File: src/rtl/spi_config_master_if.sv
// rtl/spi_config_master_if.sv - host and SPI signal bundle for spi_config_master
// Signals: start/cmd/addr/byte_count frame request; tx_data/tx_valid/tx_ready byte source;
//          rx_data/rx_valid captured bytes; busy/done/ack_timeout status;
//          SCLK/MOSI/SS/MISO serial lines; spi_instruction_done slave acknowledge.
// Modports: master (the SPI master block), slave (host/harness side driving the requests).
interface spi_config_master_if;
    logic       start;
    logic [7:0] cmd;
    logic [7:0] addr;
    logic [7:0] byte_count;
    logic [7:0] tx_data;
    logic       tx_valid;
    logic       tx_ready;
    logic [7:0] rx_data;
    logic       rx_valid;
    logic       busy;
    logic       done;
    logic       ack_timeout;
    logic       SCLK;
    logic       MOSI;
    logic       SS;
    logic       MISO;
    logic       spi_instruction_done;

    modport master (
        input  start, cmd, addr, byte_count, tx_data, tx_valid, MISO, spi_instruction_done,
        output tx_ready, rx_data, rx_valid, busy, done, ack_timeout, SCLK, MOSI, SS
    );

    modport slave (
        output start, cmd, addr, byte_count, tx_data, tx_valid, MISO, spi_instruction_done,
        input  tx_ready, rx_data, rx_valid, busy, done, ack_timeout, SCLK, MOSI, SS
    );
endinterface

File: src/rtl/spi_config_master.sv
// rtl/spi_config_master.sv - SPI mode-0 configuration master sending cmd, addr and streamed data bytes
// Optional macro: SPI_DONE_WAIT_EN - after SS rises, wait for the synchronized slave
//                 acknowledge (spi_instruction_done) with a TIMEOUT_CYCLES limit.
// Ports: clk, reset (synchronous, active-high);
//        bus (spi_config_master_if.master): start/cmd/addr/byte_count request, tx_data/tx_valid/tx_ready
//        byte source, rx_data/rx_valid captured bytes, busy/done/ack_timeout status,
//        SCLK/MOSI/SS/MISO serial lines, spi_instruction_done acknowledge.
module spi_config_master #(
    parameter int CLK_DIV        = 4,
    parameter int TIMEOUT_CYCLES = 1024
) (
    input  logic                clk,
    input  logic                reset,
    spi_config_master_if.master bus
);
    typedef enum logic [2:0] {
        IDLE,
        SETUP,
        LOAD,
        SHIFT_HI,
        SHIFT_LO,
        HOLD,
        ACK_WAIT,
        FINISH
    } state_t;

    state_t     state;
    logic [7:0] div_cnt;
    logic [2:0] bit_cnt;
    logic [7:0] tx_sh;
    logic [7:0] rx_sh;
    logic [7:0] addr_q;
    logic [7:0] rem_q;
    logic       on_cmd;
    logic       last_q;
    logic       sclk_q;
    logic       mosi_q;
    logic       ss_q;
    logic       busy_q;
    logic       done_q;
    logic       tx_ready_q;
    logic       rx_valid_q;
    logic [7:0] rx_data_q;
    logic       ack_timeout_q;
    logic       div_end;

    assign div_end = (div_cnt == 8'(CLK_DIV - 1));

`ifdef SPI_DONE_WAIT_EN
    logic        ack_meta;
    logic        ack_sync;
    logic [31:0] ack_cnt;

    // spi_instruction_done comes from the slave's clock domain.
    always_ff @(posedge clk) begin
        if (reset) begin
            ack_meta <= 1'b0;
            ack_sync <= 1'b0;
        end else begin
            ack_meta <= bus.spi_instruction_done;
            ack_sync <= ack_meta;
        end
    end
`else
    logic unused_ack;
    assign unused_ack = bus.spi_instruction_done ^ (TIMEOUT_CYCLES == 0);
`endif

    always_ff @(posedge clk) begin
        if (reset) begin
            state         <= IDLE;
            div_cnt       <= '0;
            bit_cnt       <= '0;
            tx_sh         <= '0;
            rx_sh         <= '0;
            addr_q        <= '0;
            rem_q         <= '0;
            on_cmd        <= 1'b0;
            last_q        <= 1'b0;
            sclk_q        <= 1'b0;
            mosi_q        <= 1'b0;
            ss_q          <= 1'b1;
            busy_q        <= 1'b0;
            done_q        <= 1'b0;
            tx_ready_q    <= 1'b0;
            rx_valid_q    <= 1'b0;
            rx_data_q     <= '0;
            ack_timeout_q <= 1'b0;
`ifdef SPI_DONE_WAIT_EN
            ack_cnt       <= '0;
`endif
        end else begin
            done_q     <= 1'b0;
            rx_valid_q <= 1'b0;
            div_cnt    <= div_cnt + 8'd1;
            case (state)
                // FINISH has busy=0, so it accepts a new request exactly like IDLE.
                IDLE, FINISH: begin
                    state   <= IDLE;
                    div_cnt <= '0;
                    if (bus.start) begin
                        addr_q        <= bus.addr;
                        rem_q         <= bus.byte_count;
                        tx_sh         <= bus.cmd;
                        mosi_q        <= bus.cmd[7];
                        on_cmd        <= 1'b1;
                        last_q        <= 1'b0;
                        bit_cnt       <= '0;
                        ss_q          <= 1'b0;
                        busy_q        <= 1'b1;
                        ack_timeout_q <= 1'b0;
                        state         <= SETUP;
                    end
                end
                SETUP: begin
                    if (div_end) begin
                        sclk_q  <= 1'b1;
                        div_cnt <= '0;
                        state   <= SHIFT_HI;
                    end
                end
                SHIFT_HI: begin
                    // First high cycle is the rising edge: sample MISO there.
                    if (div_cnt == 8'd0) begin
                        rx_sh <= {rx_sh[6:0], bus.MISO};
                    end
                    if (div_end) begin
                        sclk_q  <= 1'b0;
                        div_cnt <= '0;
                        bit_cnt <= bit_cnt + 3'd1;
                        state   <= SHIFT_LO;
                        if (bit_cnt != 3'd7) begin
                            mosi_q <= tx_sh[6];
                            tx_sh  <= {tx_sh[6:0], 1'b0};
                        end else begin
                            rx_data_q  <= rx_sh;
                            rx_valid_q <= 1'b1;
                            if (on_cmd) begin
                                on_cmd <= 1'b0;
                                tx_sh  <= addr_q;
                                mosi_q <= addr_q[7];
                            end else if (rem_q != 8'd0) begin
                                // LOAD stands in for this low half-period.
                                tx_ready_q <= 1'b1;
                                state      <= LOAD;
                            end else begin
                                last_q <= 1'b1;
                            end
                        end
                    end
                end
                SHIFT_LO: begin
                    if (div_end) begin
                        div_cnt <= '0;
                        if (last_q) begin
                            state <= HOLD;
                        end else begin
                            sclk_q <= 1'b1;
                            state  <= SHIFT_HI;
                        end
                    end
                end
                LOAD: begin
                    // Handshake cycle counts as the first of CLK_DIV setup cycles;
                    // an underrun just keeps the counter parked at zero.
                    if (tx_ready_q) begin
                        div_cnt <= '0;
                        if (bus.tx_valid) begin
                            tx_ready_q <= 1'b0;
                            tx_sh      <= bus.tx_data;
                            mosi_q     <= bus.tx_data[7];
                            rem_q      <= rem_q - 8'd1;
                            div_cnt    <= 8'd1;
                        end
                    end else if (div_end) begin
                        sclk_q  <= 1'b1;
                        div_cnt <= '0;
                        state   <= SHIFT_HI;
                    end
                end
                HOLD: begin
                    if (div_end) begin
                        ss_q   <= 1'b1;
                        mosi_q <= 1'b0;
`ifdef SPI_DONE_WAIT_EN
                        ack_cnt <= '0;
                        state   <= ACK_WAIT;
`else
                        done_q <= 1'b1;
                        busy_q <= 1'b0;
                        state  <= FINISH;
`endif
                    end
                end
`ifdef SPI_DONE_WAIT_EN
                ACK_WAIT: begin
                    if (ack_sync || ack_cnt == 32'(TIMEOUT_CYCLES - 1)) begin
                        done_q        <= 1'b1;
                        busy_q        <= 1'b0;
                        ack_timeout_q <= ~ack_sync;
                        state         <= FINISH;
                    end else begin
                        ack_cnt <= ack_cnt + 32'd1;
                    end
                end
`endif
                default: begin
                    state <= IDLE;
                end
            endcase
        end
    end

    assign bus.SCLK        = sclk_q;
    assign bus.MOSI        = mosi_q & ~ss_q;
    assign bus.SS          = ss_q;
    assign bus.busy        = busy_q;
    assign bus.done        = done_q;
    assign bus.tx_ready    = tx_ready_q;
    assign bus.rx_valid    = rx_valid_q;
    assign bus.rx_data     = rx_data_q;
    assign bus.ack_timeout = ack_timeout_q;
endmodule

File: src/flat_wrapper.sv
// flat-port wrapper written by rule: the top's interface ports become plain ports
module spi_config_master_flat 
#(
    parameter int CLK_DIV        = 4,
    parameter int TIMEOUT_CYCLES = 1024
)
  (clk, reset, bus_start, bus_cmd, bus_addr, bus_byte_count, bus_tx_data, bus_tx_valid, bus_MISO, bus_spi_instruction_done, bus_tx_ready, bus_rx_data, bus_rx_valid, bus_busy, bus_done, bus_ack_timeout, bus_SCLK, bus_MOSI, bus_SS);
  spi_config_master_if bus_i ();
  input  logic clk;
  input  logic reset;
  input wire logic [$bits(bus_i.start)-1:0] bus_start;
  input wire logic [$bits(bus_i.cmd)-1:0] bus_cmd;
  input wire logic [$bits(bus_i.addr)-1:0] bus_addr;
  input wire logic [$bits(bus_i.byte_count)-1:0] bus_byte_count;
  input wire logic [$bits(bus_i.tx_data)-1:0] bus_tx_data;
  input wire logic [$bits(bus_i.tx_valid)-1:0] bus_tx_valid;
  input wire logic [$bits(bus_i.MISO)-1:0] bus_MISO;
  input wire logic [$bits(bus_i.spi_instruction_done)-1:0] bus_spi_instruction_done;
  output wire logic [$bits(bus_i.tx_ready)-1:0] bus_tx_ready;
  output wire logic [$bits(bus_i.rx_data)-1:0] bus_rx_data;
  output wire logic [$bits(bus_i.rx_valid)-1:0] bus_rx_valid;
  output wire logic [$bits(bus_i.busy)-1:0] bus_busy;
  output wire logic [$bits(bus_i.done)-1:0] bus_done;
  output wire logic [$bits(bus_i.ack_timeout)-1:0] bus_ack_timeout;
  output wire logic [$bits(bus_i.SCLK)-1:0] bus_SCLK;
  output wire logic [$bits(bus_i.MOSI)-1:0] bus_MOSI;
  output wire logic [$bits(bus_i.SS)-1:0] bus_SS;
  assign bus_i.start = bus_start;
  assign bus_i.cmd = bus_cmd;
  assign bus_i.addr = bus_addr;
  assign bus_i.byte_count = bus_byte_count;
  assign bus_i.tx_data = bus_tx_data;
  assign bus_i.tx_valid = bus_tx_valid;
  assign bus_i.MISO = bus_MISO;
  assign bus_i.spi_instruction_done = bus_spi_instruction_done;
  assign bus_tx_ready = bus_i.tx_ready;
  assign bus_rx_data = bus_i.rx_data;
  assign bus_rx_valid = bus_i.rx_valid;
  assign bus_busy = bus_i.busy;
  assign bus_done = bus_i.done;
  assign bus_ack_timeout = bus_i.ack_timeout;
  assign bus_SCLK = bus_i.SCLK;
  assign bus_MOSI = bus_i.MOSI;
  assign bus_SS = bus_i.SS;
  spi_config_master #(.CLK_DIV(CLK_DIV), .TIMEOUT_CYCLES(TIMEOUT_CYCLES)) u_core (.clk(clk), .reset(reset), .bus(bus_i));
endmodule
File: config.mk
export PLATFORM = sky130hd
export DESIGN_NAME = spi_config_master_flat
export DESIGN_NICKNAME = d
export VERILOG_FILES = /design/src/rtl/spi_config_master_if.sv /design/src/rtl/spi_config_master.sv /design/src/flat_wrapper.sv
export SDC_FILE = /design/constraint.sdc
export NUM_CORES = 1
export LEC_CHECK = 0
export BUFFER_PORTS_ARGS = -buffer_cell sky130_fd_sc_hd__buf_2
export CAP_MARGIN = 20
export CORE_ASPECT_RATIO = 0.9
export CORE_MARGIN = 8
export CORE_UTILIZATION = 30
export DETAILED_ROUTE_END_ITERATION = 10
export HOLD_SLACK_MARGIN = 0.03
export PLACE_DENSITY = 0.59
export SETUP_SLACK_MARGIN = 0.05
export SYNTH_ARGS = -nofsm -noshare
export SYNTH_HDL_FRONTEND = slang
export SYNTH_SLANG_ARGS = --single-unit
File: constraint.sdc
create_clock -name clk -period 3.26 [get_ports clk]
set_input_delay 0.652 -clock clk [delete_from_list [all_inputs] [get_ports clk]]
set_output_delay 0.652 -clock clk [all_outputs]
set_load 0.1 [all_outputs]
==> results of run 1 <==
## how the worst max path moves through the flow
stage	start	to	slack (ps)	depth (start not counted)
2_1_floorplan	u_core.bus.SS	bus_MOSI	480	1
3_3_place_gp	u_core.div_cnt[0]	u_core.tx_sh[4]	700	5
4_1_cts	u_core.div_cnt[0]	u_core.tx_sh[1]	680	5
5_1_grt	u_core.div_cnt[0]	u_core.tx_sh[2]	560	5
6_report	u_core.div_cnt[0]	u_core.tx_sh[1]	660	5
3_5_place_dp	u_core.div_cnt[0]	u_core.tx_sh[5]	690	5
## state kept, by name, summed over array words and instances (netlist names)
register,flops
u_core.rx_sh,8
u_core.div_cnt,8
u_core.bit_cnt,3
u_core.bus.SS,1
u_core.state,3
u_core.bus.SCLK,1
u_core.last_q,1
u_core.addr_q,8
u_core.tx_sh,7
u_core.bus.busy,1
u_core.bus.rx_data,8
u_core.rem_q,8
u_core.bus.tx_ready,1
u_core.bus.rx_valid,1
u_core.bus.done,1
u_core.on_cmd,1
u_core.mosi_q,1
## routing by layer
layer  share of wire  wire length, µm  vias to the layer above
li1                -                -                     1398
met1            0.50             3950                     1283
met2            0.43             3390                       81
met3           0.054              422                        7
met4           0.010               80                        0
met5               0                0                        -
## stage by stage
stage | hold WS, ps | utilization | power, W
2_1_floorplan | 430 | - | 0.00177
3_3_place_gp | 447 | 0.332 | 0.00192
3_5_place_dp | 450 | 0.332 | 0.00193
4_1_cts | 457 | 0.358 | 0.00282
5_1_grt | 487 | 0.358 | 0.00298
6_report | 466 | 0.358 | 0.00279
## kinds of logic (layout without fill, tap and decap cells)
logic type | after synthesis | in the layout | share of synthesized area
other | 1 | 1 | 0.00117
AND/OR/NAND/NOR | 130 | 130 | 0.205
multiplexers | 39 | 39 | 0.131
AO/OA/AOI/OAI | 85 | 85 | 0.182
adder cells (fa/ha/maj) | 5 | 5 | 0.0195
buffers and inverters | 38 | 84 | 0.0585
XOR/XNOR | 6 | 6 | 0.0164
flip-flops | 62 | 62 | 0.387
## worst max-delay path: stages, from the launching register on
cell,delay [ps]
dfxtp_1,410
ha_1,300
or3b_2,510
o31a_1,300
or3_1,600
mux2_4,370
## area by class of cell
cell class,instances,area [µm²]
fill,1101,6820
multi-input combinational,266,1780
sequential,62,1240
timing repair buffer,56,293
clock buffer,10,239
tap,133,166
inverter,13,48.8
clock inverter,5,36.3
## placed cells by master, fill, tap and decap left out, types with 4 or more instances in the layout
cell | synthesis | layout
a211o_1 | 7 | 7
a211oi_1 | 11 | 11
a21oi_1 | 29 | 29
and2b_1 | 5 | 5
and3_1 | 4 | 4
buf_2 | 0 | 51
buf_4 | 3 | 5
clkbuf_16 | 0 | 9
dfxtp_1 | 62 | 62
ha_1 | 5 | 5
inv_1 | 13 | 13
mux2_4 | 6 | 6
mux2i_1 | 33 | 33
nand2_1 | 22 | 22
nand2b_1 | 4 | 4
nand3_1 | 13 | 13
nor2_1 | 46 | 46
nor2b_1 | 5 | 5
nor3_1 | 4 | 4
nor3b_1 | 5 | 5
o21ai_0 | 4 | 4
o21ai_1 | 4 | 4
o32ai_1 | 8 | 8
xor2_1 | 5 | 5
## power by group
group          switching (W)  internal (W)  leakage, nW  total (W)
combinational       0.000552      0.000382         1.07   0.000934
sequential          0.000110      0.000881        0.505   0.000991
clock               0.000339      0.000529        0.127   0.000869
total                0.00100       0.00179         1.70    0.00279
==> summary.md, run 1 <==
| Metric | Value |
|---|---|
| Run status | `complete, no violations` |
| Synthesis-to-finish area growth | `18.6%` |
| R2R Setup Slk | `660 ps` |
| Vias in the first global route | `2669` |
| Total track usage | `0.112` |
| Routability cong. | `0.774` |
| Cell taking the most area after synthesis | `dfxtp_1` |
| Final setup viols | `0` |
| Antenna-violating nets left | `0` |
| Diodes inserted | `0` |
| Main synth FF type | `dfxtp_1` |
| Sink Count | `62` |
| IO Port Bufs | `between 50 and 60` |
| Core box area | `10600 µm²` |
| Ys Warns | `0` |
| Avg Cell Area, Syn | `8.77 µm²` |
| Async SR Flop Fraction | `0` |
| WL per Instance | `~14 µm` |
| Starting density of the core | `0.302` |
| Area after detailed placement | `around 3500 µm²` |
| Worst Tran Pin Value | `~750 ps` |
| Antenna violations before repair | `0` |
| Row count | `36` |
| First drt pass iteration count | `5` |
| First-pass GRT wire length | `13100 µm` |
| Final Skew | `7.90 ps` |
| Via density | `5.08` |
| Worst r2r dst | `u_core.tx_sh[1]` |
| Die Area | `around 14000 µm²` |
| Synthesized flop and latch total | `62` |
| Met3 Usage GRT | `0.0372` |
| Final net count | `451` |
| Cell count of the worst reg-to-reg path | `5` |
| Post-synthesis sequential area ratio | `0.387` |
| Non-Filler Instances | `about 550` |
| Met1 global-route usage | `0.144` |
| RR Startpoint | `u_core.div_cnt[0]` |
| CP required | `3470 ps` |
| Final worst-path cycle share | `0.798` |
| Routed wire length | `7840 µm` |
| Unique masters post-synth | `58` |
| Clk_lat worst skew | `about 330 ps` |
| Hold endpoint | `u_core.mosi_q` |
| DRC | `0` |
| Congestion Overflow GR | `0` |
| Total number of vias | `approximately 2.8k` |
| 1st-iter DRT viols | `228` |
| # Post-CTS Setup Buffers | `0` |
| Setup Crit Path Kind | `flop to flop` |
| Met2 global-route usage | `0.169` |
| CTS Hold Bufs | `0` |
| Largest net degree at the start of global routing | `35` |
| Max-slew violation count | `0` |
| H-tree depth | `3` |
| Num CTS Buffers | `9` |
| Final worst setup slack | `approximately 660 ps` |
| Hold Crit Start | `u_core.mosi_q` |
| Layout cells sized above 1 | `0.218` |
| Cells after DPL | `530` |
| Die width | `125 µm` |
| Area contributors post-synth | `dfxtp_1 (39%), mux2i_1 (10%), nor2_1 (5.4%)` |
| Worst slack at placement | `691 ps` |
| Max-cap violations | `0` |
| Fmax | `0.385 GHz` |
| Busiest grt layer | `met2` |
| Synth Instances | `366` |
| Clock-pin slew on the worst setup and hold paths | `50 ps` |
| Hold Path Class | `flop to flop` |
| Critical path arrival | `2810 ps` |
| CP max FO | `7` |
| Pleak | `approximately 1.7 nW` |
| IO Pins | `54` |
| Post-Syn Area | `3210 µm²` |
| Post-CTS sizing | `0` |
| Pwr dens | `around 730 nW/µm²` |
| Hold path depth | `2` |
| Post-Syn Nets | `roughly 410` |
| Slew margin rel. | `0.499` |
| Synth cell count leaders | `dfxtp_1 (62), nor2_1 (46), mux2i_1 (33)` |
| Crit path time final | `2600 ps` |
| Number of synthesized flops with an enable pin | `0` |
| Deepest clock path buffer count | `2` |
| Clk root buf | `clkbuf_16` |
| Most frequent cell after synthesis | `dfxtp_1` |
| Post-synth top area share | `0.387` |
| CTS tree | `built` |
| DPL Wire Length | `5570 µm` |
| RSZ-0062 raised after global routing | `false` |
| Post-route cell area | `3810 µm²` |
| Peak supply drop | `0.241 mV` |
| Final hold violations | `0` |
| Crit end category | `flop` |
| Vert. Die Dim | `114 µm` |
| Crit path launch type | `flop` |
| Setup Total Neg Slack | `0 ps` |
Power figures use the tool's default switching activity.
==> run 2, diff against run 1 <==
PLACE_DENSITY = 0.61   (was 0.59)
clock period = 2.3 ns   (was 3.26 ns; I/O delays follow)
==> run 2 against run 1 <==
Against the previous run:
- critical path depth unchanged
- critical endpoint is now u_core.tx_sh[5]
- global-route usage increased by 0.47 points
- worst setup slack lost 560 ps
- via count is 3.4% higher
==> summary.md, run 2 (synthesized netlist as in run 1, its figures left out) <==
| Metric | Value |
|---|---|
| Max-cap violations | `0` |
| Worst hold slack | `366 ps` |
| RSZ-0062 raised after global routing | `false` |
| Most frequent cells in the layout | `dfxtp_1 (59), buf_2 (51), nor2_1 (46)` |
| Setup Total Neg Slack | `0 ps` |
| Die width | `125 µm` |
| Setup Crit Path Kind | `flop to flop` |
| IO Pins | `54` |
| Crit path time final | `roughly 2200 ps` |
| Clock power share | `0.331` |
| Clock-pin slew on the worst setup and hold paths | `60 ps` |
| Hold Path Class | `input port to flop` |
| R2R Setup Slk | `100 ps` |
| Final net count | `470` |
| Starting density of the core | `0.302` |
| Final worst-path cycle share | `0.954` |
| DRC | `0` |
| Area after detailed placement | `3680 µm²` |
| 1st-iter DRT viols | `approximately 150` |
| Final setup viols | `0` |
| Commonest non-fill, non-tap cell in the layout | `dfxtp_1` |
| Peak supply drop | `0.416 mV` |
| Total track usage | `0.116` |
| First drt pass iteration count | `4` |
| WL per Instance | `14.8 µm` |
| Vert. Die Dim | `114 µm` |
| Total number of vias | `2864` |
| Cells after DPL | `549` |
| Via density | `5.07` |
| IO Port Bufs | `51` |
| Routed wire length | `8380 µm` |
| DPL Wire Length | `between 5000 and 6000 µm` |
| H-tree depth | `3` |
| Antenna violations before repair | `0` |
| Hold Crit Start | `bus_addr[2]` |
| Row count | `36` |
| CTS tree | `built` |
| Deepest clock path buffer count | `2` |
| Clk_lat worst skew | `~320 ps` |
| CTS Hold Bufs | `0` |
| Final Core Density | `0.377` |
| Congestion Overflow GR | `0` |
| Sequential power share | `0.328` |
| Worst Tran Pin Value | `605 ps` |
| Worst r2r dst | `u_core.tx_sh[5]` |
| Routability cong. | `0.839` |
| Die Area | `around 14000 µm²` |
| Antenna-violating nets left | `0` |
| Crit path launch type | `flop` |
| Layout cells sized above 1 | `0.266` |
| Final Skew | `7.19 ps` |
| Combinational Power Share | `0.341` |
| Crit end category | `flop` |
| Cell count of the worst reg-to-reg path | `5` |
| Sw frac | `0.348` |
| Max-slew violation count | `0` |
| Synthesis-to-finish area growth | `24.7%` |
| Largest net degree at the start of global routing | `44` |
| Non-Filler Instances | `565` |
| Pleak | `1.83 nW` |
| Hold path depth | `3` |
| Sink Count | `62` |
| Pint | `about 0.0028 W` |
| Pwr dens | `1070 nW/µm²` |
| Switch Pwr | `0.00150 W` |
| Slew margin rel. | `0.594` |
| Fmax | `~0.46 GHz` |
| CP max FO | `7` |
| Hold endpoint | `u_core.addr_q[2]` |
| Run status | `complete, no violations` |
| Vias in the first global route | `between 2k and 3k` |
| RR Startpoint | `u_core.div_cnt[3]` |
| First-pass GRT wire length | `13600 µm` |
| Core box area | `between 10000 and 15000 µm²` |
| Num CTS Buffers | `9` |
| Critical path arrival | `approximately 2400 ps` |
| Diodes inserted | `0` |
| CP required | `~2500 ps` |
| Post-route cell area | `4000 µm²` |
| Clk root buf | `clkbuf_16` |
| Final hold violations | `0` |
==> run 2: cell count changes in the layout (fill, tap and decap cells not counted), moves of 2 or more <==
cell and delta:
clkinvlp_4 -3, dfxtp_1 -3, dfxtp_2 +3, buf_4 +19, inv_6 +2
==> run 2: worst max-delay path, cell delays in order (launching register included) <==
cell and delay [ps]:
dfxtp_1 350, or4_4 560, o31a_1 320, or3_1 370, buf_4 190, mux2_4 300
==> run 2: repair_timing <==
| item | in CTS | in global routing |
|---|---|---|
| buffers inserted | 0 | 0 |
| hold endpoints to repair | 0 | 0 |
| pin swaps | 0 | 1 |
| resized for setup | 1 | 0 |
| setup endpoints to repair | 6 | 6 |
==> run 2: final cells by class <==
type                       instances  area [µm²]
clock inverter                     5        65.1
inverter                          13        48.8
tap                              133         166
multi-input combinational        266        1790
clock buffer                      11         253
fill                            1080        6630
timing repair buffer              75         435
sequential                        62        1240
==> run 2: routing by layer <==
| metal | vias up | track usage | routed length, µm |
|---|---|---|---|
| met5 | - | 0 | 0 |
| met4 | 0 | 0.0389 | 65 |
| met3 | 6 | 0.0363 | 376 |
| met2 | 74 | 0.190 | 3850 |
| met1 | 1348 | 0.143 | 4090 |
| li1 | 1436 | - | - |
==> run 2: power groups by stage <==
stage,Combinational (W),Clock (W),Sequential (W)
floorplan,0.00108,0,0.00144
global placement,0.00143,0,0.00142
detailed placement,0.00146,0,0.00143
CTS,0.00147,0.00145,0.00141
global route,0.00161,0.00151,0.00144
finish,0.00147,0.00142,0.00141
==> run 2: worst max path at each step <==
| stage | slack [ps] | cells past startpoint | end | startpoint |
|---|---|---|---|---|
| final | 100 | 5 | u_core.tx_sh[5] | u_core.div_cnt[3] |
| after global placement | 30 | 6 | u_core.tx_sh[1] | u_core.div_cnt[1] |
| after CTS | 80 | 5 | u_core.tx_sh[5] | u_core.div_cnt[3] |
| after detailed placement | 40 | 6 | u_core.tx_sh[2] | u_core.div_cnt[1] |
| after global routing | 50 | 5 | u_core.div_cnt[3] | u_core.state[0] |
| after floorplan | 60 | 6 | u_core.tx_sh[1] | u_core.div_cnt[0] |
==> run 2: metrics by stage <==
| stage | total power, W | setup slack [ps] |
|---|---|---|
| after floorplan | 0.00252 | 60.4 |
| after global placement | 0.00285 | 32.8 |
| after detailed placement | 0.00289 | 43.6 |
| after CTS | 0.00433 | 78.3 |
| after global routing | 0.00456 | 51.4 |
| final | 0.00430 | 105 |
==> run 3, diff against run 2 <==
ABC_AREA = 1   (was default)
==> run 3 against run 2 <==
Against the previous run:
- via count is 5.6% higher
- power is 11% higher
- die area is 0.64% lower
- critical path type unchanged
- design area is 4.9% lower
- maximum frequency is 14% higher
==> summary.md, run 3 <==
| Metric | Value |
|---|---|
| Run status | `complete, no violations` |
| Commonest non-fill, non-tap cell in the layout | `nand2_1` |
| Crit path time final | `1930 ps` |
| Deepest clock path buffer count | `2` |
| 1st-iter DRT viols | `roughly 150` |
| First drt pass iteration count | `4` |
| Layout cells sized above 1 | `0.195` |
| Post-Syn Area | `3190 µm²` |
| DRC | `0` |
| Final setup viols | `0` |
| CTS tree | `built` |
| IO Pins | `54` |
| Antenna-violating nets left | `0` |
| First-pass GRT wire length | `approximately 14000 µm` |
| Max-cap violations | `0` |
| Avg Cell Area, Syn | `slightly below 7 µm²` |
| Clock-pin slew on the worst setup and hold paths | `50 ps` |
| Final Skew | `5.80 ps` |
| Vert. Die Dim | `about 110 µm` |
| Hold endpoint | `u_core.rx_sh[0]` |
| Post-synthesis mux area share | `0` |
| Synthesis-to-finish area growth | `19.5%` |
| Antenna violations before repair | `0` |
| Simple-Gate Fraction of Synth Area | `0.299` |
| Main synth FF type | `dfxtp_1` |
| Routability cong. | `0.839` |
| IO Port Bufs | `51` |
| Ys Warns | `0` |
| Post-synth top area share | `0.389` |
| Unique masters post-synth | `33` |
| Post-Syn Nets | `508` |
| Num CTS Buffers | `9` |
| Post-CTS sizing | `0` |
| Via density | `~4.7` |
| Post-synthesis sequential area ratio | `0.389` |
| Largest family of logic cells by synthesized area | `simple AND/OR/NAND/NOR gates` |
| Final net count | `557` |
| Number of synthesized flops with an enable pin | `0` |
| Setup Crit Path Kind | `flop to flop` |
| Synth Instances | `465` |
| CTS Hold Bufs | `0` |
| CP required | `2500 ps` |
| Clk_lat worst skew | `320 ps` |
| Crit path launch type | `flop` |
| RR Startpoint | `u_core.state[0]` |
| Largest net degree at the start of global routing | `30` |
| Vias in the first global route | `2964` |
| H-tree depth | `3` |
| Pwr dens | `1250 nW/µm²` |
| Sink Count | `slightly above 60` |
| Synthesized flop and latch total | `62` |
| Congestion Overflow GR | `0` |
| Setup Total Neg Slack | `0 ps` |
| Fmax | `around 0.52 GHz` |
| Final worst-path cycle share | `0.840` |
| Adder-cell share of the synthesized area | `0.0196` |
| # Post-CTS Setup Buffers | `0` |
| Max-slew violation count | `0` |
| Diodes inserted | `0` |
| Pleak | `1.68 nW` |
| CP max FO | `13` |
| Peak supply drop | `0.439 mV` |
| RSZ-0062 raised after global routing | `false` |
| Most frequent cells in the layout | `nand2_1 (99), dfxtp_1 (62), o21ai_0 (52)` |
| Worst hold slack | `416 ps` |
| Starting density of the core | `0.310` |
| Synth Area in Compound Gates | `0.168` |
| Core box area | `10300 µm²` |
| Async SR Flop Fraction | `0` |
| Area contributors post-synth | `dfxtp_1 (39%), nand2_1 (12%), o21ai_0 (8.2%)` |
| Cell count of the worst reg-to-reg path | `7` |
| Hold Path Class | `input port to flop` |
| XOR/XNOR Fraction of Synth Area | `0.0137` |
| Most frequent cell after synthesis | `nand2_1` |
| Multi-input combinational cell area | `1600 µm²` |
| WL per Instance | `approximately 12 µm` |
| Fill count | `1088` |
| Final hold violations | `0` |
| Die width | `125 µm` |
| Synth cell count leaders | `nand2_1 (99), dfxtp_1 (62), o21ai_0 (52)` |
| Hold Crit Start | `bus_MISO` |
| Total track usage | `0.115` |
| Row count | `35` |
| Hold path depth | `3` |
| Total number of vias | `3025` |
| Cell taking the most area after synthesis | `dfxtp_1` |
| DPL Wire Length | `5950 µm` |
| Die Area | `about 14000 µm²` |
| Routed wire length | `7880 µm` |
| Register area | `between 1000 and 1500 µm²` |
| Crit end category | `flop` |
| Worst r2r dst | `u_core.tx_sh[3]` |
| R2R Setup Slk | `370 ps` |
| Critical path arrival | `2130 ps` |
| Clk root buf | `clkbuf_16` |
## run 3: cell types whose count changed after synthesis, moves of 8 or more
| cell | previous run | this run |
|---|---|---|
| o32ai_1 | 8 | 0 |
| o21ai_0 | 4 | 52 |
| a211oi_1 | 11 | 0 |
| nor2_2 | 0 | 8 |
| mux2i_1 | 33 | 0 |
| nand3_1 | 13 | 30 |
| a21oi_1 | 29 | 48 |
| nand2_1 | 22 | 99 |
| inv_1 | 13 | 51 |
| clkbuf_1 | 16 | 5 |
## run 3: metal layers
layer,GRT usage,part of all wire
met5,0,0
met4,0.0441,0.013
met3,0.0306,0.048
met2,0.186,0.46
met1,0.142,0.48
## run 3: area by class of cell
type / count / area share
multi-input cells: 329 / 0.421
flip-flops and latches: 62 / 0.326
repair buffers: 55 / 0.0749
clock buffers: 11 / 0.0638
inverters: 57 / 0.0565
well taps: 129 / 0.0424
clock inverters: 5 / 0.0154
## run 3: logic make-up (layout without fill, tap and decap cells)
group           count (synthesis)  after routing
simple gates                  212            212
compound gates                106            106
buf+inv                        74            128
flops                          62             62
fa+ha+maj                       5              5
xor+xnor                        5              5
other cells                     1              1
## run 3: through the flow
stage	std cells	instance area, µm²	setup WS (ps)	utilization	power (W)
3_5_place_dp	632	3510	438	0.341	0.00344
3_3_place_gp	632	3510	464	0.341	0.00341
4_1_cts	648	3810	379	0.370	0.00480
2_1_floorplan	465	3190	238	-	0.00311
5_1_grt	648	3810	159	0.370	0.00516
6_report	648	3810	368	0.370	0.00476
## run 3: worst max-delay path by stage
stage	start	cells after the start	endpoint	slack, ps
3_3_place_gp	u_core.state[0]	7	u_core.tx_sh[3]	460
3_5_place_dp	u_core.state[0]	6	u_core.bus.rx_data[7]	440
6_report	u_core.state[0]	7	u_core.tx_sh[3]	370
4_1_cts	u_core.state[0]	7	u_core.tx_sh[3]	380
2_1_floorplan	u_core.bus.SS	1	bus_MOSI	240
5_1_grt	u_core.state[0]	7	u_core.mosi_q	160
## run 3: worst max-delay path: stages (launching register included)
cell and delay [ps]:
dfxtp_1 560, nand3_2 360, nand2_2 310, inv_2 90, nand2_1 70, nand4_1 60
o21ai_0 270, nor2_1 70
## run 3: power by group
part,switching [W],internal (W),total [W],leakage (nW)
registers,0.000168,0.00131,0.00148,0.507
clock network,0.000461,0.000867,0.00133,0.142
logic,0.00136,0.000588,0.00195,1.04
